## config.mk

```make
export PLATFORM = sky130hd
export DESIGN_NAME = psk_frame_serializer
export DESIGN_NICKNAME = d
export VERILOG_FILES = /design/src/rtl/psk_frame_serializer.sv
export SDC_FILE = /design/constraint.sdc
export NUM_CORES = 1
export LEC_CHECK = 0
export ABC_AREA = 1
export BUFFER_PORTS_ARGS = -buffer_cell sky130_fd_sc_hd__buf_2
export CAP_MARGIN = 40
export CORE_MARGIN = 4
export CORE_UTILIZATION = 58
export CTS_CLUSTER_SIZE = 10
export DETAILED_ROUTE_END_ITERATION = 8
export PLACE_DENSITY = 0.75
export SYNTH_ARGS = -nofsm -noshare
export SYNTH_HDL_FRONTEND = slang
export SYNTH_SLANG_ARGS = --single-unit
```

## constraint.sdc

```tcl
create_clock -name clk -period 3.8 [get_ports clk]
set_clock_uncertainty 0.2 [all_clocks]
set_input_delay 0.38 -clock clk [delete_from_list [all_inputs] [get_ports clk]]
set_output_delay 0.38 -clock clk [all_outputs]
set_load 0.03 [all_outputs]
```

## src/rtl/psk_frame_serializer.sv

```systemverilog
// PSK frame serializer: buffers payload bytes in a small FIFO and streams
// preamble, sync word and payload as 2-bit symbols to the PSK modulator.
module psk_frame_serializer #(
  parameter int unsigned FIFO_DEPTH   = 16,
  parameter int unsigned START_THRESH = 8,
  parameter int unsigned PREAMBLE_LEN = 32,
  parameter logic [15:0] SYNC_WORD    = 16'h1ACF
) (
  input  logic       clk,
  input  logic       rst_n,
  input  logic       clk_enable,
  input  logic       mode_bpsk,
  input  logic [7:0] s_tdata,
  input  logic       s_tvalid,
  output logic       s_tready,
  input  logic       s_tlast,
  output logic [7:0] m_tdata,
  output logic       m_tvalid,
  input  logic       m_tready,
  output logic       m_tlast,
  output logic       m_tuser,
  output logic       underrun
);

  localparam int unsigned AW         = $clog2(FIFO_DEPTH);
  localparam logic [AW:0] FULL_CNT   = FIFO_DEPTH[AW:0];
  localparam logic [AW:0] THRESH_CNT = START_THRESH[AW:0];
  localparam logic [7:0]  PRE_LAST   = 8'(PREAMBLE_LEN - 1);

  typedef enum logic [1:0] {
    StIdle,
    StPreamble,
    StSync,
    StPayload
  } state_t;

  // ---------------------------------------------------------------------------
  // Payload FIFO: entries are {tlast, data}
  // ---------------------------------------------------------------------------
  logic [8:0]    r_mem [FIFO_DEPTH];
  logic [AW-1:0] r_wptr;
  logic [AW-1:0] r_rptr;
  logic [AW:0]   r_count;
  logic [AW:0]   r_last_cnt;  // number of buffered bytes carrying tlast

  logic       w_full;
  logic       w_empty;
  logic       w_push;
  logic       w_pop;
  logic [8:0] w_head;

  assign w_full   = (r_count == FULL_CNT);
  assign w_empty  = (r_count == '0);
  assign s_tready = rst_n & ~w_full;
  assign w_push   = s_tvalid & s_tready & clk_enable;
  assign w_head   = r_mem[r_rptr];

  // FIFO storage write; contents need no reset since pointers gate every read
  always_ff @(posedge clk) begin
    if (w_push) begin
      r_mem[r_wptr] <= {s_tlast, s_tdata};
    end
  end

  // FIFO pointers, occupancy and count of buffered packet ends
  always_ff @(posedge clk or negedge rst_n) begin
    if (!rst_n) begin
      r_wptr     <= '0;
      r_rptr     <= '0;
      r_count    <= '0;
      r_last_cnt <= '0;
    end else begin
      if (w_push) begin
        r_wptr <= r_wptr + 1'b1;
      end
      if (w_pop) begin
        r_rptr <= r_rptr + 1'b1;
      end
      r_count    <= r_count + {{AW{1'b0}}, w_push} - {{AW{1'b0}}, w_pop};
      r_last_cnt <= r_last_cnt + {{AW{1'b0}}, w_push & s_tlast}
                               - {{AW{1'b0}}, w_pop & w_head[8]};
    end
  end

  // ---------------------------------------------------------------------------
  // Symbol extraction helpers (MSB first)
  // ---------------------------------------------------------------------------
  function automatic logic [1:0] sync_sym(input logic [4:0] idx, input logic bpsk);
    logic [15:0] sh;
    if (bpsk) begin
      sh = SYNC_WORD << idx;
      return {sh[15], sh[15]};
    end
    sh = SYNC_WORD << {idx[3:0], 1'b0};
    return sh[15:14];
  endfunction

  function automatic logic [1:0] byte_sym(input logic [7:0] b, input logic [2:0] idx,
                                          input logic bpsk);
    logic [7:0] sh;
    if (bpsk) begin
      sh = b << idx;
      return {sh[7], sh[7]};
    end
    sh = b << {idx[1:0], 1'b0};
    return sh[7:6];
  endfunction

  // ---------------------------------------------------------------------------
  // Framing FSM. The output registers hold the symbol currently offered; the
  // counters index that symbol, so a handshake loads the next one directly.
  // ---------------------------------------------------------------------------
  state_t     r_state;
  logic [7:0] r_pre_cnt;
  logic [4:0] r_sync_cnt;
  logic [2:0] r_sym_cnt;
  logic [7:0] r_byte;
  logic       r_byte_last;
  logic [1:0] r_tdata;
  logic       r_tvalid;
  logic       r_tlast;
  logic       r_tuser;
  logic       r_underrun;

  state_t     w_state_nxt;
  logic [7:0] w_pre_cnt_nxt;
  logic [4:0] w_sync_cnt_nxt;
  logic [2:0] w_sym_cnt_nxt;
  logic [7:0] w_byte_nxt;
  logic       w_byte_last_nxt;
  logic [1:0] w_tdata_nxt;
  logic       w_tvalid_nxt;
  logic       w_tlast_nxt;
  logic       w_tuser_nxt;
  logic       w_underrun_nxt;
  logic       w_xfer;
  logic       w_load;
  logic       w_start;
  logic [2:0] w_sym_last;
  logic [4:0] w_sync_last;

  assign w_xfer      = r_tvalid & m_tready;
  assign w_start     = (r_count >= THRESH_CNT) || (r_last_cnt != '0);
  assign w_sym_last  = r_tuser ? 3'd7 : 3'd3;
  assign w_sync_last = r_tuser ? 5'd15 : 5'd7;

  // FSM state and output registers
  always_ff @(posedge clk or negedge rst_n) begin
    if (!rst_n) begin
      r_state     <= StIdle;
      r_pre_cnt   <= '0;
      r_sync_cnt  <= '0;
      r_sym_cnt   <= '0;
      r_byte      <= '0;
      r_byte_last <= 1'b0;
      r_tdata     <= '0;
      r_tvalid    <= 1'b0;
      r_tlast     <= 1'b0;
      r_tuser     <= 1'b0;
      r_underrun  <= 1'b0;
    end else begin
      r_state     <= w_state_nxt;
      r_pre_cnt   <= w_pre_cnt_nxt;
      r_sync_cnt  <= w_sync_cnt_nxt;
      r_sym_cnt   <= w_sym_cnt_nxt;
      r_byte      <= w_byte_nxt;
      r_byte_last <= w_byte_last_nxt;
      r_tdata     <= w_tdata_nxt;
      r_tvalid    <= w_tvalid_nxt;
      r_tlast     <= w_tlast_nxt;
      r_tuser     <= w_tuser_nxt;
      r_underrun  <= w_underrun_nxt;
    end
  end

  // Next-state and next-symbol selection; nothing moves while clk_enable is low
  always_comb begin
    w_state_nxt     = r_state;
    w_pre_cnt_nxt   = r_pre_cnt;
    w_sync_cnt_nxt  = r_sync_cnt;
    w_sym_cnt_nxt   = r_sym_cnt;
    w_byte_nxt      = r_byte;
    w_byte_last_nxt = r_byte_last;
    w_tdata_nxt     = r_tdata;
    w_tvalid_nxt    = r_tvalid;
    w_tlast_nxt     = r_tlast;
    w_tuser_nxt     = r_tuser;
    w_underrun_nxt  = r_underrun;
    w_pop           = 1'b0;
    w_load          = 1'b0;

    if (clk_enable) begin
      unique case (r_state)
        StIdle: begin
          if (w_start) begin
            w_state_nxt    = StPreamble;
            w_tuser_nxt    = mode_bpsk;
            w_underrun_nxt = 1'b0;
            w_pre_cnt_nxt  = '0;
            w_tdata_nxt    = 2'b00;
            w_tvalid_nxt   = 1'b1;
            w_tlast_nxt    = 1'b0;
          end
        end

        StPreamble: begin
          if (w_xfer) begin
            if (r_pre_cnt == PRE_LAST) begin
              w_state_nxt    = StSync;
              w_sync_cnt_nxt = '0;
              w_tdata_nxt    = sync_sym(5'd0, r_tuser);
            end else begin
              w_pre_cnt_nxt = r_pre_cnt + 8'd1;
              w_tdata_nxt   = w_pre_cnt_nxt[0] ? 2'b11 : 2'b00;
            end
          end
        end

        StSync: begin
          if (w_xfer) begin
            if (r_sync_cnt == w_sync_last) begin
              w_state_nxt = StPayload;
              w_load      = 1'b1;
            end else begin
              w_sync_cnt_nxt = r_sync_cnt + 5'd1;
              w_tdata_nxt    = sync_sym(w_sync_cnt_nxt, r_tuser);
            end
          end
        end

        StPayload: begin
          if (!r_tvalid) begin
            // Stalled on an empty FIFO at a byte boundary: retry every cycle
            w_load = 1'b1;
          end else if (w_xfer) begin
            if (r_sym_cnt == w_sym_last) begin
              if (r_byte_last) begin
                w_state_nxt  = StIdle;
                w_tvalid_nxt = 1'b0;
                w_tlast_nxt  = 1'b0;
                w_tdata_nxt  = 2'b00;
              end else begin
                w_load = 1'b1;
              end
            end else begin
              w_sym_cnt_nxt = r_sym_cnt + 3'd1;
              w_tdata_nxt   = byte_sym(r_byte, w_sym_cnt_nxt, r_tuser);
              w_tlast_nxt   = r_byte_last && (w_sym_cnt_nxt == w_sym_last);
            end
          end
        end

        default: begin
          w_state_nxt = StIdle;
        end
      endcase

      // Byte boundary: fetch the next payload byte or flag an underrun
      if (w_load) begin
        if (!w_empty) begin
          w_pop           = 1'b1;
          w_byte_nxt      = w_head[7:0];
          w_byte_last_nxt = w_head[8];
          w_sym_cnt_nxt   = '0;
          w_tdata_nxt     = byte_sym(w_head[7:0], 3'd0, r_tuser);
          w_tvalid_nxt    = 1'b1;
          w_tlast_nxt     = 1'b0;
        end else begin
          w_tvalid_nxt   = 1'b0;
          w_tlast_nxt    = 1'b0;
          w_underrun_nxt = 1'b1;
        end
      end
    end
  end

  assign m_tdata  = {6'b000000, r_tdata};
  assign m_tvalid = r_tvalid;
  assign m_tlast  = r_tlast;
  assign m_tuser  = r_tuser;
  assign underrun = r_underrun;

endmodule
```

Yosys cells after proc, flatten, opt, wreduce, memory -nomap -nowiden
Memory sizes are Yosys's and may differ from the RTL's.
Index checks and enable logic that the tools add are counted.
Widths: inputs -> output; s select.
{"block": "op_classes", "reduce_logical": 15, "bitwise_logic": 8, "n_mux": 95, "n_eq_ne": 23, "order_cmp": 1, "n_addsub": 9, "shifts": 4}
{"cell": "$mux 2", "count": 29}
{"cell": "$mux 1", "count": 44}
{"cell": "$shl 13x5->16 const A", "count": 2}
{"cell": "$mux 8", "count": 3}
{"cell": "$ne 2x2->1 const B", "count": 11}
{"cell": "$mux 3", "count": 7}
{"cell": "$mux 5", "count": 4}
{"cell": "$pmux 2 s4", "count": 2}
{"cell": "$pmux 8 s2", "count": 1}
{"cell": "$shl 8x3->8", "count": 2}
{"cell": "$reduce_and 6->1", "count": 2}
{"cell": "$add 5x1->5", "count": 2}
{"cell": "$pmux 5 s2", "count": 1}
{"cell": "$reduce_and 10->1", "count": 1}
{"cell": "$sub 5x1->5", "count": 2}
{"cell": "$ne 3x3->1 const B", "count": 3}
{"cell": "$reduce_and 3->1", "count": 3}
{"cell": "$add 4x1->4 const B", "count": 2}
{"cell": "$add 8x1->8 const B", "count": 1}
{"cell": "$eq 8x5->1 const B", "count": 1}
{"cell": "$and 1x1->1", "count": 6}
{"cell": "$eq 3x3->1", "count": 2}
{"cell": "$pmux 1 s2", "count": 3}
{"cell": "$add 5x1->5 const B", "count": 1}
{"cell": "17 further kinds", "count": 20}
{"block": "totals", "mem_bits_rw": 144, "n_memories": 1, "out_inout_bits": 13, "input_bits": 15, "ff_bits": 51}
{"memory": "r_mem", "words": 16, "width": 9, "read_ports": 1, "rd_clocked_by_memory_dff": 0, "wr": 1, "line_no": "40", "source": "logic [8:0] r_mem [FIFO_DEPTH];"}

Depth between registers and ports, before layout
Gate-level depths: netlist of the first run.
{"block": "logic_depth", "depth_word": 14, "mapped_depth": 20}

Worst setup path before layout of the first run
No wires, ideal clock.
{"block": "synth_timing", "path_kind": "reg-to-reg", "start": "register r_count[2]", "end": "register r_last_cnt[4]", "arrival_ps": 3090, "setup_slack_ps": 430, "path_stages_with_launch": 15, "required_ps": 3521, "synth_period_minus_slack_ps": 3370, "path_cell_list": "dfrtp_1 inv_1 ha_1 a31oi_1 nand3_1 inv_1 nand2_1 ha_1 inv_1 ha_1 fa_1 a21oi_1 nor2_1 nor2_1 xor2_1"}
{"block": "synth_between", "elab_chain_cells": 8, "elab_cells_between_ends": 13, "cone_classes": "2 x add/sub; 1 x eq/ne; 3 x mux; 6 x bitwise; 1 x reduce/logical"}
{"item": "start: declaration", "line_no": "43", "source": "logic [AW:0] r_count;"}
{"item": "start signal: assignment", "line_no": "79", "source": "r_count <= r_count + {{AW{1'b0}}, w_push} - {{AW{1'b0}}, w_pop};"}
{"item": "$eq 5x5->1", "line_no": "52", "source": "assign w_full = (r_count == FULL_CNT);"}
{"item": "$not 1->1", "line_no": "54", "source": "assign s_tready = rst_n & ~w_full;"}
{"item": "$and 1x1->1", "line_no": "54"}
{"item": "named net s_tready", "line_no": "15", "source": "output logic s_tready,"}
{"item": "$and 1x1->1 (2 in series)", "line_no": "55", "source": "assign w_push = s_tvalid & s_tready & clk_enable;"}
{"item": "$and 1x1->1", "line_no": "80", "source": "r_last_cnt <= r_last_cnt + {{AW{1'b0}}, w_push & s_tlast}"}
{"item": "$add 5x1->5", "line_no": "80"}
{"item": "$sub 5x1->5", "line_no": "81", "source": "- {{AW{1'b0}}, w_pop & w_head[8]};"}
{"item": "end signal: assignment", "line_no": "80"}
{"item": "end: declaration", "line_no": "44", "source": "logic [AW:0] r_last_cnt;"}
The timed path passes the listed nets, and every way through them passes these cells.
A chain may end at the register's enable or synchronous reset.

Worst setup path after layout of the first run
{"block": "layout_timing", "start": "register r_sym_cnt[0]", "end": "register r_last_cnt[4]"}
{"block": "layout_between", "elab_chain_cells": 10}
{"item": "start: declaration", "line_no": "116", "source": "logic [2:0] r_sym_cnt;"}
{"item": "start signal: assignment", "line_no": "165", "source": "r_sym_cnt <= w_sym_cnt_nxt;"}
{"item": "$eq 3x3->1", "line_no": "236", "source": "if (r_sym_cnt == w_sym_last) begin"}
{"item": "$mux 1", "line_no": "236"}
{"item": "$mux 1", "line_no": "235", "source": "end else if (w_xfer) begin"}
{"item": "$mux 1", "line_no": "232", "source": "if (!r_tvalid) begin"}
{"item": "$pmux 1 s2", "line_no": "193", "source": "unique case (r_state)"}
{"item": "$mux 1", "line_no": "192", "source": "if (clk_enable) begin"}
{"item": "$mux 1", "line_no": "259", "source": "if (w_load) begin"}
{"item": "$mux 1", "line_no": "192"}
{"item": "$and 1x1->1", "line_no": "81"}
{"item": "$sub 5x1->5", "line_no": "81"}
No other way between the ends. The select of a mux whose other input is x is not followed.

==> results of run 1 <==
-- kinds of logic (layout without fill, tap and decap cells) --
group	after synthesis	after routing	synth area share, %
AND/OR/NAND/NOR	324	324	15.23
flip-flops	195	195	61.15
AO/OA/AOI/OAI	172	172	10.97
buffers and inverters	110	146	5.724
adder cells (fa/ha/maj)	33	33	4.672
XOR/XNOR	22	22	2.104
other	1	6	0.04094
multiplexers	1	1	0.1093
-- worst max-delay path, stage by stage (launching register included) --
cell and delay, ps:
dfrtp_1 510, ha_1 360, nand3_2 160, inv_2 80, nand3_2 70, nand3_4 130
nand2_4 70, inv_4 90, nand2_8 90, nor2_1 180, ha_1 150, inv_1 40
ha_1 190, fa_1 400, a21oi_1 160, nor2_1 60, nor2_1 110, xor2_1 150
-- area by class of cell --
cell class                      instances  area [sq um]  share of cell area, %
Inverter                               69         274.0                  2.714
Clock buffer                           17         425.4                  4.214
Tap cell                              211         264.0                  2.615
Multi-Input combinational cell        558          3053                  30.24
Sequential cell                       195          5602                  55.48
Timing Repair Buffer                   45         287.8                  2.850
Clock inverter                         15         190.2                  1.884
-- metrics by stage --
step | instances | power (W)
after floorplan | 863 | 0.005165
after global placement | 1077 | 0.005742
after detailed placement | 1077 | 0.005897
after CTS | 1110 | 0.007729
after global routing | 1110 | 0.008280
final | 1110 | 0.007713
-- placed cells by master, fill, tap and decap left out, types with 4 or more instances in the layout --
master     netlist  layout
buf_2           19      21
inv_1           60      60
inv_6            1       4
inv_2            5       5
o211ai_1         8       8
nor3_1           6       6
dfrtp_1         51      50
a21oi_1         14      14
nor2_1         120     120
conb_1           1       6
clkinv_8         0       5
nand2_1        128     128
buf_4           11      23
nand3_2          4       4
o31ai_1          5       5
clkbuf_16        0      17
xor2_1          19      19
a31oi_1          4       4
nand4_1          6       6
o221ai_1        17      17
nand3_1         47      47
ha_1            31      31
o22ai_1         17      17
edfxtp_1       144     144
inv_8            1       4
o21ai_1         10      10
o21ai_0         92      92
-- state kept, by name, indices dropped and copies added (netlist names), 3 cells and up --
signal	count
r_pre_cnt	8
r_sym_cnt	3
r_sync_cnt	5
r_byte	8
r_mem	144
r_wptr	4
r_count	5
r_last_cnt	5
r_rptr	4
-- metal layers --
metal | up-vias | track usage (%) | wire length, um
met5 | - | 0 | 0
met2 | 228 | 39.93 | 9996
li1 | 3027 | - | -
met1 | 3096 | 28.87 | 8104
met4 | 0 | 7.600 | 456
met3 | 37 | 4.607 | 1125
-- path summary, 6_finish.rpt --
| check | start | to | slack [ps] |
|---|---|---|---|
| worst max register to register | r_sym_cnt[0] | r_last_cnt[4] | 520 |
| worst min register to register | m_tlast | m_tlast | 290 |
| worst min-delay path | mode_bpsk | m_tuser | 20 |
| worst max-delay path | r_sym_cnt[0] | r_last_cnt[4] | 520 |
| min in group asynchronous | rst_n | r_count[0] | 430 |
| max in group asynchronous | rst_n | r_rptr[0] | 2500 |
-- power by group through the flow --
stage          Combinational [W]  Clock (W)  Sequential (W)
2_1_floorplan            0.00233          0         0.00283
6_report                 0.00300    0.00181         0.00290
3_5_place_dp             0.00297          0         0.00293
5_1_grt                  0.00341    0.00194         0.00293
4_1_cts                  0.00301    0.00184         0.00288
3_3_place_gp             0.00283          0         0.00291
==> flow_metrics.py, run 1 <==
metrics = {
    "finish": {
        "num_antenna_cells": 0,
        "fin_util_pct": 65.92,
        "fin_area_sq_um": 10100,
        "synthToLayoutAreaGrowth_pct": 10.23,
        "drive_gt1_share_pct": 11.12,
        "nets": 934,
        "nFillCells": 1173,
    },
    "cts": {
        "cts-buffers-inserted": 17,
        "ctsResizeCount": 0,
        "cts_setup_buffers": 0,
        "h-tree-depth": 4,
        "ctsHoldBuffers": 1,
        "clockRootBuffer": "clkbuf_16",
        "clock-sinks": 195,
        "cts_tree": "built",
        "max-clock-path-buffers": 2,
        "clock_latency_ps": 430,
        "clkTransAtPathRegs_ps": 80,
    },
    "die": {
        "rows": 45,
        "initial_core_util_pct": 59.80,
        "core_area_sq_um": 15310,
        "die_w_um": 133.7,
        "dieHeight_um": 133.7,
        "die-area_sq_um": 17870,
        "ios": 28,
    },
    "setup_path": {
        "reg2reg_depth": 17,
        "cp.arrival_ps": 3440,
        "critPathLaunchType": "register",
        "worst-setup-path-type": "reg2reg",
        "required_ps": 3960,
        "crit_path_max_fanout": 12,
        "crit_path_end_kind": "register",
    },
    "power": {
        "switching_share_pct": 41.11,
        "clockPowerShare_pct": 23.5,
        "power_frac_comb_pct": 38.9,
        "power.density_nw_per_um2": 763.9,
        "p_switching_w": 0.003171,
        "total_leakage_power_nw": 3.996,
        "intPower_w": 0.004542,
        "ir_drop_mv": 0.5869,
        "p_seq_share_pct": 37.5,
    },
    "global_routing": {
        "antenna_found_initial": 0,
        "first_global_vias": 6334,
        "grt_overflow": 0,
        "grt_max_degree": 60,
        "groute.usage.overall_pct": 22.92,
        "grt_first_pass_wirelength_um": 32020,
    },
    "sta": {
        "setup_viol": 0,
        "rsz0062_at_grt": "false",
        "relSlewSlack_pct": 41.37,
        "setup_tns_ps": 0,
        "holdWs_ps": 16.04,
        "fmax_mhz": 304.6,
        "drv_slew": 0,
        "period_minus_slack_ps": 3283,
        "finalCritPeriodShare_pct": 86.39,
        "tightest_slew_ps": 876.3,
        "fin_ws_ps": 517.3,
        "hold_violations": 0,
    },
    "synthesis": {
        "synth_most_common_cell": "edfxtp_1",
        "synth_top_area_share_pct": 47.21,
        "ys_seq_area_share_pct": 61.15,
        "synth.largest_area_cell": "edfxtp_1",
        "synthTopCellsByCount": "edfxtp_1 (144), nand2_1 (128), nor2_1 (120)",
        "synth.distinct_cells": 49,
        "ys_ff_latch": 195,
        "yosys-top-cells-area": "edfxtp_1 (47%), dfrtp_1 (14%), nand2_1 (5.2%)",
        "synth_edf_count": 144,
        "async_flop_share_pct": 26.15,
        "netlist_instances": 858,
        "postSynthAreaPerCell_sq_um": 10.67,
        "synthesis.area_sq_um": 9159,
        "yosysWarnings": 0,
        "yosys_most_used_dff": "edfxtp_1",
    },
    "min_path": {
        "holdCritPathClass": "in2reg",
        "hold_depth": 3,
    },
    "outcome": {
        "status": "finished clean",
    },
    "routing": {
        "drc_errors": 0,
        "vias": 6388,
        "via_per_inst": 5.755,
        "avgRoutedWirePerCell_um": 17.73,
        "final_antenna_net_count": 0,
        "dr.pass1.iters": 5,
        "drt_iter0_markers": 590,
        "wirelength_um": 19680,
    },
    "place": {
        "dpl_worst_slack_ps": 566.2,
        "dp_hpwl_um": 12890,
        "dpl_cell_area_sq_um": 9470,
        "gp_congestion": 0.8842,
        "port_buffers": 21,
    },
    "job": {
        "maxCapViolCount": 0,
    },
}
Note: power is estimated with default switching activity, not from simulation.
==> inputs of run 2 (changes only) <==
--- a/config.mk
+++ b/config.mk
@@ -12,7 +12,7 @@
 export CORE_UTILIZATION = 58
 export CTS_CLUSTER_SIZE = 10
 export DETAILED_ROUTE_END_ITERATION = 8
-export PLACE_DENSITY = 0.75
+export PLACE_DENSITY_LB_ADDON = 0.15
 export SYNTH_ARGS = -nofsm -noshare
 export SYNTH_HDL_FRONTEND = slang
 export SYNTH_SLANG_ARGS = --single-unit
==> run 2 against run 1 <==
  * Sequential cell count unchanged
  * Setup slack gained 47 ps
  * Wire length about the same
  * Count of clock-buffer cells in the layout is 1 higher
  * Critical path type unchanged
  * Sequential power shrank 1%
  * Register-to-register slack improved by 50 ps
  * Hold slack improved by 8.8 ps
  * Fmax grew 1.5%
  * Largest cell class unchanged
  * Die area unchanged
  * Final cell count grew 0.27%
  * Combinational power up 1%
==> flow_metrics.py, run 2 (same netlist as run 1, synthesis figures left out) <==
metrics = {
    "finish": {
        "regMostFlops": "r_mem",
        "final_cell_mix": "edfxtp_1 (144), nand2_1 (128), nor2_1 (120)",
        "reg.largest.list": "r_mem x144, r_byte x8, r_pre_cnt x8",
        "largest_reg_flops": 144,
        "mostFrequentLayoutCell": "edfxtp_1",
        "multi_input_area_sq_um": 3053,
        "nFillCells": 1161,
        "num_antenna_cells": 0,
        "fin_area_sq_um": 10110,
        "synthToLayoutAreaGrowth_pct": 10.41,
        "drive_gt1_share_pct": 11.31,
        "nets": 938,
        "regArea_sq_um": 5602,
    },
    "setup_path": {
        "rr_endpoint": "r_last_cnt[4]",
        "worst-setup-path-type": "reg2reg",
        "crit_start": "r_sym_cnt[0]",
        "crit_path_max_fanout": 12,
        "reg2reg_depth": 17,
        "endpoint": "r_last_cnt[4]",
        "timing.rr.start": "r_sym_cnt[0]",
        "critPathLaunchType": "register",
        "ff2ff_setup_slack_ps": 560,
        "required_ps": 3960,
        "cp.arrival_ps": 3390,
        "crit_path_end_kind": "register",
    },
    "cts": {
        "h-tree-depth": 4,
        "cts_tree": "built",
        "max-clock-path-buffers": 2,
        "clockRootBuffer": "clkbuf_16",
        "cts-buffers-inserted": 17,
        "clkTransAtPathRegs_ps": 70,
        "clock_latency_ps": 440,
        "cts_setup_buffers": 0,
        "clock-sinks": 195,
    },
    "sta": {
        "setup_tns_ps": 0,
        "finalCritPeriodShare_pct": 85.15,
        "setup_viol": 0,
        "drv_slew": 0,
        "rsz0062_at_grt": "false",
        "hold_violations": 0,
        "fin_ws_ps": 564.3,
        "relSlewSlack_pct": 56.50,
        "fmax_mhz": 309.1,
        "tightest_slew_ps": 652.4,
        "period_minus_slack_ps": 3236,
    },
    "global_routing": {
        "antenna_found_initial": 0,
        "grt_first_pass_wirelength_um": 32150,
        "groute.usage.overall_pct": 23.14,
        "grt_overflow": 0,
        "first_global_vias": 6138,
        "grt_max_degree": 52,
    },
    "min_path": {
        "hold_depth": 3,
        "holdCritPathClass": "in2reg",
    },
    "place": {
        "port_buffers": 21,
        "gp_congestion": 0.8288,
        "dp_hpwl_um": 13040,
        "dpl_cell_area_sq_um": 9500,
        "dpl_worst_slack_ps": 555.7,
    },
    "routing": {
        "final_antenna_net_count": 0,
        "drc_errors": 0,
        "via_per_inst": 5.655,
        "wirelength_um": 19670,
        "vias": 6294,
        "dr.pass1.iters": 5,
        "avgRoutedWirePerCell_um": 17.67,
        "drt_iter0_markers": 499,
    },
    "power": {
        "power.total_w": 0.007711,
        "total_leakage_power_nw": 4.018,
        "ir_drop_mv": 0.4446,
        "power.density_nw_per_um2": 762.5,
    },
    "die": {
        "ios": 28,
        "dieHeight_um": 133.7,
        "die_w_um": 133.7,
        "core_area_sq_um": 15310,
        "initial_core_util_pct": 59.80,
        "rows": 45,
        "die-area_sq_um": 17870,
    },
    "job": {
        "maxCapViolCount": 0,
    },
    "outcome": {
        "status": "finished clean",
    },
}
==> run 2: layer usage <==
metal,wire length [um],vias up,GRT usage [%]
li1,-,3034,-
met1,8458,3066,30.31
met2,10020,167,39.39
met3,819,27,4.607
met4,371,0,6.971
met5,0,-,0
==> run 2: cell type report <==
type                    instances  share of cell area [%]
flip-flops and latches        195                   55.39
repair buffers                 49                   3.143
multi-input cells             558                   30.19
well taps                     211                   2.611
clock inverters                13                   1.708
inverters                      69                   2.710
clock buffers                  18                   4.244
==> run 2: report_power, final <==
part           total (W)  switching, W  internal (W)  leakage, nW
registers        0.00286      0.000279       0.00258         1.91
logic            0.00304       0.00201       0.00103         1.82
clock network    0.00182      0.000825      0.000991        0.293
==> run 2: how the worst min path moves through the flow <==
stage,startpoint,end,slack (ps)
after global placement,m_tlast,m_tlast,280
after CTS,mode_bpsk,m_tuser,20
after global routing,mode_bpsk,m_tuser,20
after detailed placement,r_byte[3],r_byte[3],280
final,mode_bpsk,m_tuser,20
after floorplan,rst_n,m_tlast,-120
==> run 2: repair_timing <==
item,in CTS,in global routing
resized for setup,0,0
endpoints found under the setup margin,0,0
hold endpoints to repair,51,0
hold buffers,1,0
==> run 2: through the flow <==
step / cells / util (%) / hold WS, ps
CTS: 1113 / 66.03 / 16.59
finish: 1113 / 66.03 / 24.80
detailed placement: 1081 / 62.03 / 280.8
global route: 1113 / 66.03 / 19.62
global placement: 1076 / 61.79 / 278.7
floorplan: 863 / - / -115.6
==> run 2: worst max-delay path, stage by stage (launching register included) <==
cell and delay [ps]:
dfrtp_1 520, ha_1 340, nand3_2 140, inv_2 70, nand3_2 70, nand3_4 130
nand2_4 70, inv_4 90, nand2_8 90, nor2_1 170, ha_1 150, inv_1 40
ha_1 190, fa_1 410, a21oi_1 170, nor2_1 50, nor2_1 100, xor2_1 150
